[config.mk]
export PLATFORM = sky130hd
export DESIGN_NAME = nes_pad_reader
export DESIGN_NICKNAME = d
export VERILOG_FILES = /design/src/rtl/nes_pkg.sv /design/src/rtl/nes_pad_reader_timer.sv /design/src/rtl/nes_pad_reader.sv
export SDC_FILE = /design/constraint.sdc
export NUM_CORES = 1
export LEC_CHECK = 0
export CAP_MARGIN = 30
export CORE_MARGIN = 2
export CORE_UTILIZATION = 45
export DETAILED_ROUTE_END_ITERATION = 12
export PLACE_DENSITY = 0.7
export SLEW_MARGIN = 10
export SYNTH_ARGS = -nofsm -noshare
export SYNTH_HDL_FRONTEND = slang
export SYNTH_HIERARCHICAL = 1
export SYNTH_SLANG_ARGS = --single-unit
[constraint.sdc]
create_clock -name clk -period 2.2 [get_ports clk]
set_input_delay 0.33 -clock clk [delete_from_list [all_inputs] [get_ports clk]]
set_output_delay 0.33 -clock clk [all_outputs]
set_load 0.03 [all_outputs]
[src/rtl/nes_pkg.sv]
// Shared types and constants for the NES controller reader.
// Button indices follow the order in which the pad shifts bits out.
package nes_pkg;

  localparam int NES_NUM_BITS = 8;

  localparam int BTN_A      = 0;
  localparam int BTN_B      = 1;
  localparam int BTN_SELECT = 2;
  localparam int BTN_START  = 3;
  localparam int BTN_UP     = 4;
  localparam int BTN_DOWN   = 5;
  localparam int BTN_LEFT   = 6;
  localparam int BTN_RIGHT  = 7;

  typedef enum logic [2:0] {
    ST_IDLE,
    ST_LATCH,
    ST_SETTLE,
    ST_CLK_LO,
    ST_CLK_HI,
    ST_DONE
  } nes_rd_state_t;

endpackage

[src/rtl/nes_pad_reader_timer.sv]
// Phase timer: a down-counter reloaded to PHASE_CYC-1 on load.
// phase_last flags the final cycle of the current phase.
module nes_phase_timer #(
  parameter int PHASE_CYC = 12
) (
  input  logic clk,
  input  logic reset,
  input  logic load,
  output logic phase_last
);

  localparam int CW = (PHASE_CYC > 2) ? $clog2(PHASE_CYC) : 1;

  logic [CW-1:0] cnt_q, cnt_d;

  always_comb begin
    cnt_d = cnt_q;
    if (load) begin
      cnt_d = CW'(PHASE_CYC - 1);
    end else if (cnt_q != '0) begin
      cnt_d = cnt_q - 1'b1;
    end
  end

  always_ff @(posedge clk or posedge reset) begin
    if (reset) begin
      cnt_q <= '0;
    end else begin
      cnt_q <= cnt_d;
    end
  end

  assign phase_last = (cnt_q == '0);

endmodule

[src/rtl/nes_pad_reader.sv]
// NES controller serial reader: generates latch/clock phases, shifts in the
// eight button bits and publishes them with valid/changed pulses.
module nes_pad_reader
  import nes_pkg::*;
#(
  parameter int PHASE_CYC = 12,
  parameter int POLL_GAP  = 1000
) (
  input  logic       clk,
  input  logic       reset,
  input  logic       start,
  input  logic       auto_en,
  input  logic       pad_data,
  output logic       pad_latch,
  output logic       pad_clk,
  output logic [7:0] buttons,
  output logic       valid,
  output logic       changed,
  output logic       busy
);

  localparam int GW = $clog2(POLL_GAP + 1);
  localparam logic [2:0] LAST_BIT = 3'(NES_NUM_BITS - 1);

  nes_rd_state_t state_q, state_d;
  logic          half_q, half_d;
  logic [2:0]    bit_q, bit_d;
  logic [7:0]    shift_q, shift_d;
  logic [GW-1:0] gap_q, gap_d;
  logic [7:0]    buttons_q, buttons_d;
  logic          pad_latch_q, pad_latch_d;
  logic          pad_clk_q, pad_clk_d;
  logic          valid_q, valid_d;
  logic          changed_q, changed_d;
  logic          busy_q, busy_d;
  logic          timer_load;
  logic          phase_last;

  nes_phase_timer #(
    .PHASE_CYC(PHASE_CYC)
  ) u_timer (
    .clk       (clk),
    .reset     (reset),
    .load      (timer_load),
    .phase_last(phase_last)
  );

  always_comb begin
    state_d    = state_q;
    half_d     = half_q;
    bit_d      = bit_q;
    shift_d    = shift_q;
    timer_load = 1'b0;

    // The gap counter idles at zero whenever auto-polling is off.
    gap_d = gap_q;
    if (!auto_en) begin
      gap_d = '0;
    end else if (state_q == ST_IDLE && gap_q != GW'(POLL_GAP)) begin
      gap_d = gap_q + 1'b1;
    end

    case (state_q)
      ST_IDLE: begin
        if (start || (auto_en && gap_d == GW'(POLL_GAP))) begin
          state_d    = ST_LATCH;
          half_d     = 1'b0;
          timer_load = 1'b1;
        end
      end
      ST_LATCH: begin
        if (phase_last) begin
          timer_load = 1'b1;
          if (!half_q) begin
            half_d = 1'b1;
          end else begin
            state_d = ST_SETTLE;
          end
        end
      end
      ST_SETTLE: begin
        if (phase_last) begin
          shift_d[0] = ~pad_data;
          bit_d      = 3'd1;
          state_d    = ST_CLK_LO;
          timer_load = 1'b1;
        end
      end
      ST_CLK_LO: begin
        if (phase_last) begin
          state_d    = ST_CLK_HI;
          timer_load = 1'b1;
        end
      end
      ST_CLK_HI: begin
        if (phase_last) begin
          shift_d[bit_q] = ~pad_data;
          timer_load     = 1'b1;
          if (bit_q == LAST_BIT) begin
            state_d = ST_DONE;
          end else begin
            bit_d   = bit_q + 1'b1;
            state_d = ST_CLK_LO;
          end
        end
      end
      ST_DONE: begin
        state_d = ST_IDLE;
        gap_d   = '0;
      end
      default: begin
        state_d = ST_IDLE;
      end
    endcase

    // Pin outputs follow the next state so they align with the state register.
    pad_latch_d = (state_d == ST_LATCH);
    pad_clk_d   = (state_d != ST_CLK_LO);
    busy_d      = (state_d != ST_IDLE);
    valid_d     = (state_q == ST_DONE);
    changed_d   = (state_q == ST_DONE) && (shift_q != buttons_q);
    buttons_d   = (state_q == ST_DONE) ? shift_q : buttons_q;
  end

  always_ff @(posedge clk or posedge reset) begin
    if (reset) begin
      state_q     <= ST_IDLE;
      half_q      <= 1'b0;
      bit_q       <= 3'd0;
      shift_q     <= 8'h00;
      gap_q       <= '0;
      buttons_q   <= 8'h00;
      pad_latch_q <= 1'b0;
      pad_clk_q   <= 1'b1;
      valid_q     <= 1'b0;
      changed_q   <= 1'b0;
      busy_q      <= 1'b0;
    end else begin
      state_q     <= state_d;
      half_q      <= half_d;
      bit_q       <= bit_d;
      shift_q     <= shift_d;
      gap_q       <= gap_d;
      buttons_q   <= buttons_d;
      pad_latch_q <= pad_latch_d;
      pad_clk_q   <= pad_clk_d;
      valid_q     <= valid_d;
      changed_q   <= changed_d;
      busy_q      <= busy_d;
    end
  end

  assign pad_latch = pad_latch_q;
  assign pad_clk   = pad_clk_q;
  assign buttons   = buttons_q;
  assign valid     = valid_q;
  assign changed   = changed_q;
  assign busy      = busy_q;

endmodule

# [After elaboration in Yosys (flattened, before gate mapping)]
# Cells that the tools add are included.
[op_classes] n_reduce_logical=17 n_lt_le_gt_ge=2 n_div=0 n_eq_ne=16 n_addsub=3 bitwise=1 mul=0 muxes=29 shift=0
[op_table] cell="$mux W10" n=3
[op_table] cell="$mux W3" n=10
[op_table] cell="$pmux W3 S5" n=1
[op_table] cell="$add A10 B1 Y10 const B" n=1
[op_table] cell="$eq A10 B10 Y1 const B" n=1
[op_table] cell="$ne A10 B10 Y1 const B" n=1
[op_table] cell="$eq A3 B3 Y1 const B" n=3
[op_table] cell="$bwmux W8" n=1
[op_table] cell="$mux W4" n=2
[op_table] cell="$ne A2 B2 Y1 const B" n=4
[op_table] cell="$ne A8 B8 Y1" n=1
[op_table] cell="$mux W1" n=7
[op_table] cell="$eq A3 B1 Y1 const B" n=2
[op_table] cell="$eq A3 B2 Y1 const B" n=2
[op_table] cell="$pmux W1 S2" n=3
[op_table] cell="$pmux W3 S2" n=1
[op_table] cell="$reduce_and A3 Y1" n=2
[op_table] cell="$reduce_bool A2 Y1" n=3
[op_table] cell="$logic_and A1 B1 Y1" n=4
[op_table] cell="$logic_not A4 Y1" n=1
[op_table] cell="$lt A3 B4 Y1 const B" n=1
[op_table] cell="$reduce_and A4 Y1" n=1
[op_table] cell="$reduce_bool A4 Y1" n=1
[op_table] cell="$reduce_or A4 Y1" n=1
[op_table] cell="11 further kinds" n=11
[totals] elab_cells=81 latchBits=0 register_bits=42 mem_bits_rw=0 rom_bits=0 out_inout_bits=13 n_memories=0 in_bits=5

# [Depth between registers and ports, before layout]
[logic_depth] ltp_word=10 ltp_mapped=9 depth_no_buf=9

# [Modules after synthesis]
# The synthesis kept the hierarchy.
[modules_own_cells] module="nes_pad_reader" seq_area_each_um2=952.2 cells_per_inst=228 area_each_um2=2058.2 instances=1
[modules_own_cells] module="nes_phase_timer" seq_area_each_um2=100.1 cells_per_inst=22 area_each_um2=221.5 instances=1

# [Worst setup path after synthesis]
# Ideal clock, no wire load.
[synth_path] path_kind="register to register" from="reg gap_q[0]" to="reg u_timer.cnt_q[3]" setup_ns=0.124 setup_slack_ns=0.102 synth_period_minus_slack_ns=2.098 t_required_ns=2.076 stages_incl_launch_ff=9 t_arrival_ns=1.974 path_buffers=1 cell_sequence="dfrtp_1 > ha_1 > clkbuf_1 > nand4_1 > o31a_1 > o22ai_1 > nand4b_4 > o311ai_1 > a211o_1"
[synth_via] elab_chain_cells=10 word_cells_on_any_way=12 cone_classes="add/sub: 1; eq/ne: 2; mux: 5; reduce/logical: 4"
[synth_lines] element="from (decl)" line_no="nes_pad_reader.sv:29" rtl="logic [GW-1:0] gap_q, gap_d;"
[synth_lines] element="from (signal assigned)" line_no="nes_pad_reader.sv:143" rtl="gap_q <= gap_d;"
[synth_lines] element="branches (longest 2 deep; another with $add A10 B1 Y10)"
[synth_lines] element="$mux W10 (*)" line_no="nes_pad_reader.sv:59" rtl="end else if (state_q == ST_IDLE && gap_q != GW'(POLL_GAP)) begin"
[synth_lines] element="$mux W10 (*)" line_no="nes_pad_reader.sv:57" rtl="if (!auto_en) begin"
[synth_lines] element="$eq A10 B10 Y1 (*)" line_no="nes_pad_reader.sv:65" rtl="if (start || (auto_en && gap_d == GW'(POLL_GAP))) begin"
[synth_lines] element="$logic_and A1 B1 Y1 (*)" line_no="nes_pad_reader.sv:65"
[synth_lines] element="$logic_or A1 B1 Y1 (*)" line_no="nes_pad_reader.sv:65"
[synth_lines] element="$mux W1 (*)" line_no="nes_pad_reader.sv:65"
[synth_lines] element="$pmux W1 S2 (*)" line_no="nes_pad_reader.sv:63" rtl="case (state_q)"
[synth_lines] element="named net timer_load" line_no="nes_pad_reader.sv:36" rtl="logic timer_load;"
[synth_lines] element="$mux W4 / $reduce_bool A2 Y1 (equally long branches)"
[synth_lines] element="to (signal assigned)" line_no="nes_pad_reader_timer.sv:29" rtl="cnt_q <= cnt_d;"
[synth_lines] element="to (decl)" line_no="nes_pad_reader_timer.sv:14" rtl="logic [CW-1:0] cnt_q, cnt_d;"
# Mark *: on every way through the listed nets, which the timed path passes.
# A chain may end at the register's enable or synchronous reset.

# [Worst setup path in the final report]
[layout_path] from="reg state_q[1]" to="reg u_timer.cnt_q[3]"
[layout_via] elab_chain_cells=10 word_cells_on_any_way=16 cone_classes="eq/ne: 5; mux: 5; reduce/logical: 6"
[layout_lines] element="from (decl)" line_no="nes_pad_reader.sv:25" rtl="nes_rd_state_t state_q, state_d;"
[layout_lines] element="from (signal assigned)" line_no="nes_pad_reader.sv:139" rtl="state_q <= state_d;"
[layout_lines] element="$logic_not A3 Y1" line_no="nes_pad_reader.sv:59, nes_pad_reader.sv:63"
[layout_lines] element="$logic_and A1 B1 Y1" line_no="nes_pad_reader.sv:59"
[layout_lines] element="$mux W10" line_no="nes_pad_reader.sv:59"
[layout_lines] element="$mux W10" line_no="nes_pad_reader.sv:57"
[layout_lines] element="$eq A10 B10 Y1" line_no="nes_pad_reader.sv:65"
[layout_lines] element="$logic_and A1 B1 Y1" line_no="nes_pad_reader.sv:65"
[layout_lines] element="$logic_or A1 B1 Y1" line_no="nes_pad_reader.sv:65"
[layout_lines] element="$mux W1" line_no="nes_pad_reader.sv:65"
[layout_lines] element="$pmux W1 S2 (*)" line_no="nes_pad_reader.sv:63"
[layout_lines] element="named net timer_load" line_no="nes_pad_reader.sv:36"
[layout_lines] element="$mux W4 / $reduce_bool A2 Y1 (equally long branches)"
# Mark *: on every way through the listed nets, which the timed path passes. The rest lies on a longest branch.

==> flow_summary.toml <==
[critical_path]
cp.required_ps = 2390
crit_slowest_cell = "or4b_1"
max_stage_delay_ps = 580
rr_worst_depth = 6
cp.arrival_ps = 2260
path_cells = "or4b_1 > o31a_1 > o22ai_1 > nand4b_4 > o311ai_4 > a211o_1"
r2r_slack_ps = 130
critPathCapture = "u_timer/cnt_q[3]$_DFFE_PP0P_"
startpoint_type = "register"
timing.rr.end = "u_timer/cnt_q[3]$_DFFE_PP0P_"
startpoint = "state_q[1]$_DFF_PP0_"
crit_path_end_kind = "register"
r2r_start = "state_q[1]$_DFF_PP0_"
path_class = "reg -> reg"
cp_max_fo = 6

[sta]
setup_viol = 0
max-slew-margin-rel_pct = 68.3
tns_ps = 0
rsz0062_at_grt = "no"
drv_slew = 0
skew_ps = 6.10
period_needed_ps = 2070
finalHoldViolCount = 0
timing.final.crit_share_pct = 94.1
max_clock_freq_mhz = 483
tightest_slew_ps = 476
fin_ws_ps = 130

[clock_tree]
cts_hold_buf = 0
clock_latency_ps = 300
path_clk_slew_ps = 80
post_cts_resized = 0
cts_setup_buffers = 0
cts_buffers = 5
clock_sinks = 42
h-tree-depth = 2
cts_tree = "built"
root_buffer = "clkbuf_8"
cts_max_path_buffers = 2

[layout]
antennaDiodeCount = 0
drive_above_1_share_pct = 14.0
final_core_util_pct = 56.6
final_nets = 288
areaGrowthSynthToFinish_pct = 19.6

[routing]
vias = 1810
drt-total-wl_mm = 4.48
drt-initial-drc-count = 88
post_drt_wl_per_cell_um = 12.9
viasPerCell = 5.23
drtPass1Iterations = 4
antenna_left = 0
drc = 0

[floorplan]
rows = 25
die_area_um2 = 5650
initial_utilization_pct = 47.3
core_um2 = 4820
die_h_um = 75.2
die_x_um = 75.2
ios = 18

[synthesis]
synth_edf_count = 0
syn-cell-area_um2 = 2280
synth.avg_cell_area_um2 = 9.12
synth_fp_nets = 260
synth-async-reset-ratio_pct = 100
synth_flop_cell = "dfrtp_1"
synth-seq-area-share_pct = 46.2
synth_cells = 250
ys_types = 44
ys_ff_latch = 42
ys_warn_count = 6

[outcome]
status = "finished clean"

[placement]
gp_congestion = 0.951
port_buffers = 17
post-place-ws_ps = 36.3
dp_hpwl_mm = 3.24

[flow_run]
cap_violations = 0

[global_route]
grt_usage_pct = 17.4
grt_pass1_wl_mm = 7.50
antenna_found_initial = 0
grt_max_degree = 39
overflow = 0
grt_pass1_vias = 1639

[pwr]
ir_drop_v = 0.000417
power.density_nw_per_um2 = 491
power_leakage_nw = 1.18

[worst_hold_path]
hold_path_class = "in -> async"
## per-stage QoR
step	instances	hold WS, ps	total power, mW	instance area [um2]
2_1_floorplan	250	96.1	0.813	2280
3_3_place_gp	338	502	0.832	2590
3_5_place_dp	338	514	0.833	2590
4_1_cts	346	229	1.36	2690
5_1_grt	346	240	1.39	2730
6_report	346	230	1.34	2730
## sequential cells by signal (all words and copies together) (netlist names), 3 cells and up
name and count:
bit_q 3, gap_q 10, state_q 3, buttons 8, shift_q 8, u_timer/cnt_q 4
## final cells by class
class	instances	area, um2
Clock inverter	3	25.0
Fill cell	452	2090
Tap cell	67	83.8
Inverter	13	48.8
Sequential cell	42	1050
Timing Repair Buffer	31	275
Clock buffer	5	68.8
Multi-Input combinational cell	185	1170
## logic make-up (layout without fill, tap and decap cells)
family / Yosys count / after routing / share of synthesized area [%]
multiplexers: 6 / 6 / 2.74
AND/OR/NAND/NOR: 111 / 111 / 25.2
AO/OA/AOI/OAI: 49 / 49 / 13.7
XOR/XNOR: 14 / 14 / 5.38
buffers and inverters: 23 / 52 / 4.06
adder cells (fa/ha/maj): 5 / 5 / 2.74
flip-flops: 42 / 42 / 46.2
## routing by layer
| layer | routed length, um | part of all wire, % | GRT usage [%] |
|---|---|---|---|
| met2 | 2070 | 46 | 27.2 |
| met5 | 0 | 0 | 0 |
| met1 | 2250 | 50 | 23.7 |
| met3 | 91 | 2.0 | 3.61 |
| met4 | 67 | 1.5 | 6.82 |
## Yosys cell counts (3+ instances only)
cell / count / area, um2
dfrtp_1: 41 / 1030
nand2_1: 40 / 150
nor2_1: 21 / 78.8
o21ai_0: 19 / 95.1
inv_1: 13 / 48.8
xor2_1: 11 / 96.3
a21oi_1: 10 / 50.1
clkbuf_1: 7 / 26.3
nor3_1: 7 / 35.0
nand3b_1: 6 / 45.0
ha_1: 5 / 62.6
nand3_1: 5 / 25.0
nor2b_1: 5 / 31.3
a31oi_1: 4 / 25.0
mux2i_1: 4 / 40.0
nand2b_1: 4 / 25.0
nand4_1: 4 / 25.0
nor4_1: 4 / 25.0
o31a_1: 4 / 35.0
or3_1: 3 / 18.8
xnor2_1: 3 / 26.3
## worst min path at each step
| stage | cells after the start | to | slack [ps] |
|---|---|---|---|
| final | 2 | u_timer/cnt_q[0]$_DFFE_PP0P_ | 230 |
| after detailed placement | 2 | shift_q[7]$_DFFE_PP0P_ | 510 |
| after global placement | 2 | shift_q[3]$_DFFE_PP0P_ | 500 |
| after floorplan | 1 | u_timer/cnt_q[0]$_DFFE_PP0P_ | 100 |
| after global routing | 2 | u_timer/cnt_q[1]$_DFFE_PP0P_ | 240 |
| after CTS | 2 | u_timer/cnt_q[1]$_DFFE_PP0P_ | 230 |
## worst max-delay path, delay by kind of cell, from the launching register on
family / cells / cell delay (ps)
AO/OA/AOI/OAI: 4 / 820
AND/OR/NAND/NOR: 2 / 760
flip-flops: 1 / 390
## cells in the final DEF, fill, tap and decap left out, drive strengths merged, types with 4 or more instances in the layout
cell type      instances
a21oi                 10
a31oi                  4
buf                   14
clkbuf                 5
clkdlybuf4s50         17
dfrtp                 41
ha                     5
inv                   14
mux2i                  4
nand2                 40
nand2b                 4
nand3                  5
nand3b                 6
nand4                  4
nor2                  21
nor2b                  5
nor3                   7
nor4                   5
o21ai                 19
o31a                   4
xor2                  11
## report_power, final
group,internal [mW],switching (mW),leakage (nW)
registers,0.775,0.00327,0.514
logic,0.0126,0.0250,0.621
clock network,0.229,0.294,0.0447
total,1.02,0.322,1.18
No activity file was read; power rests on OpenSTA's default activity.
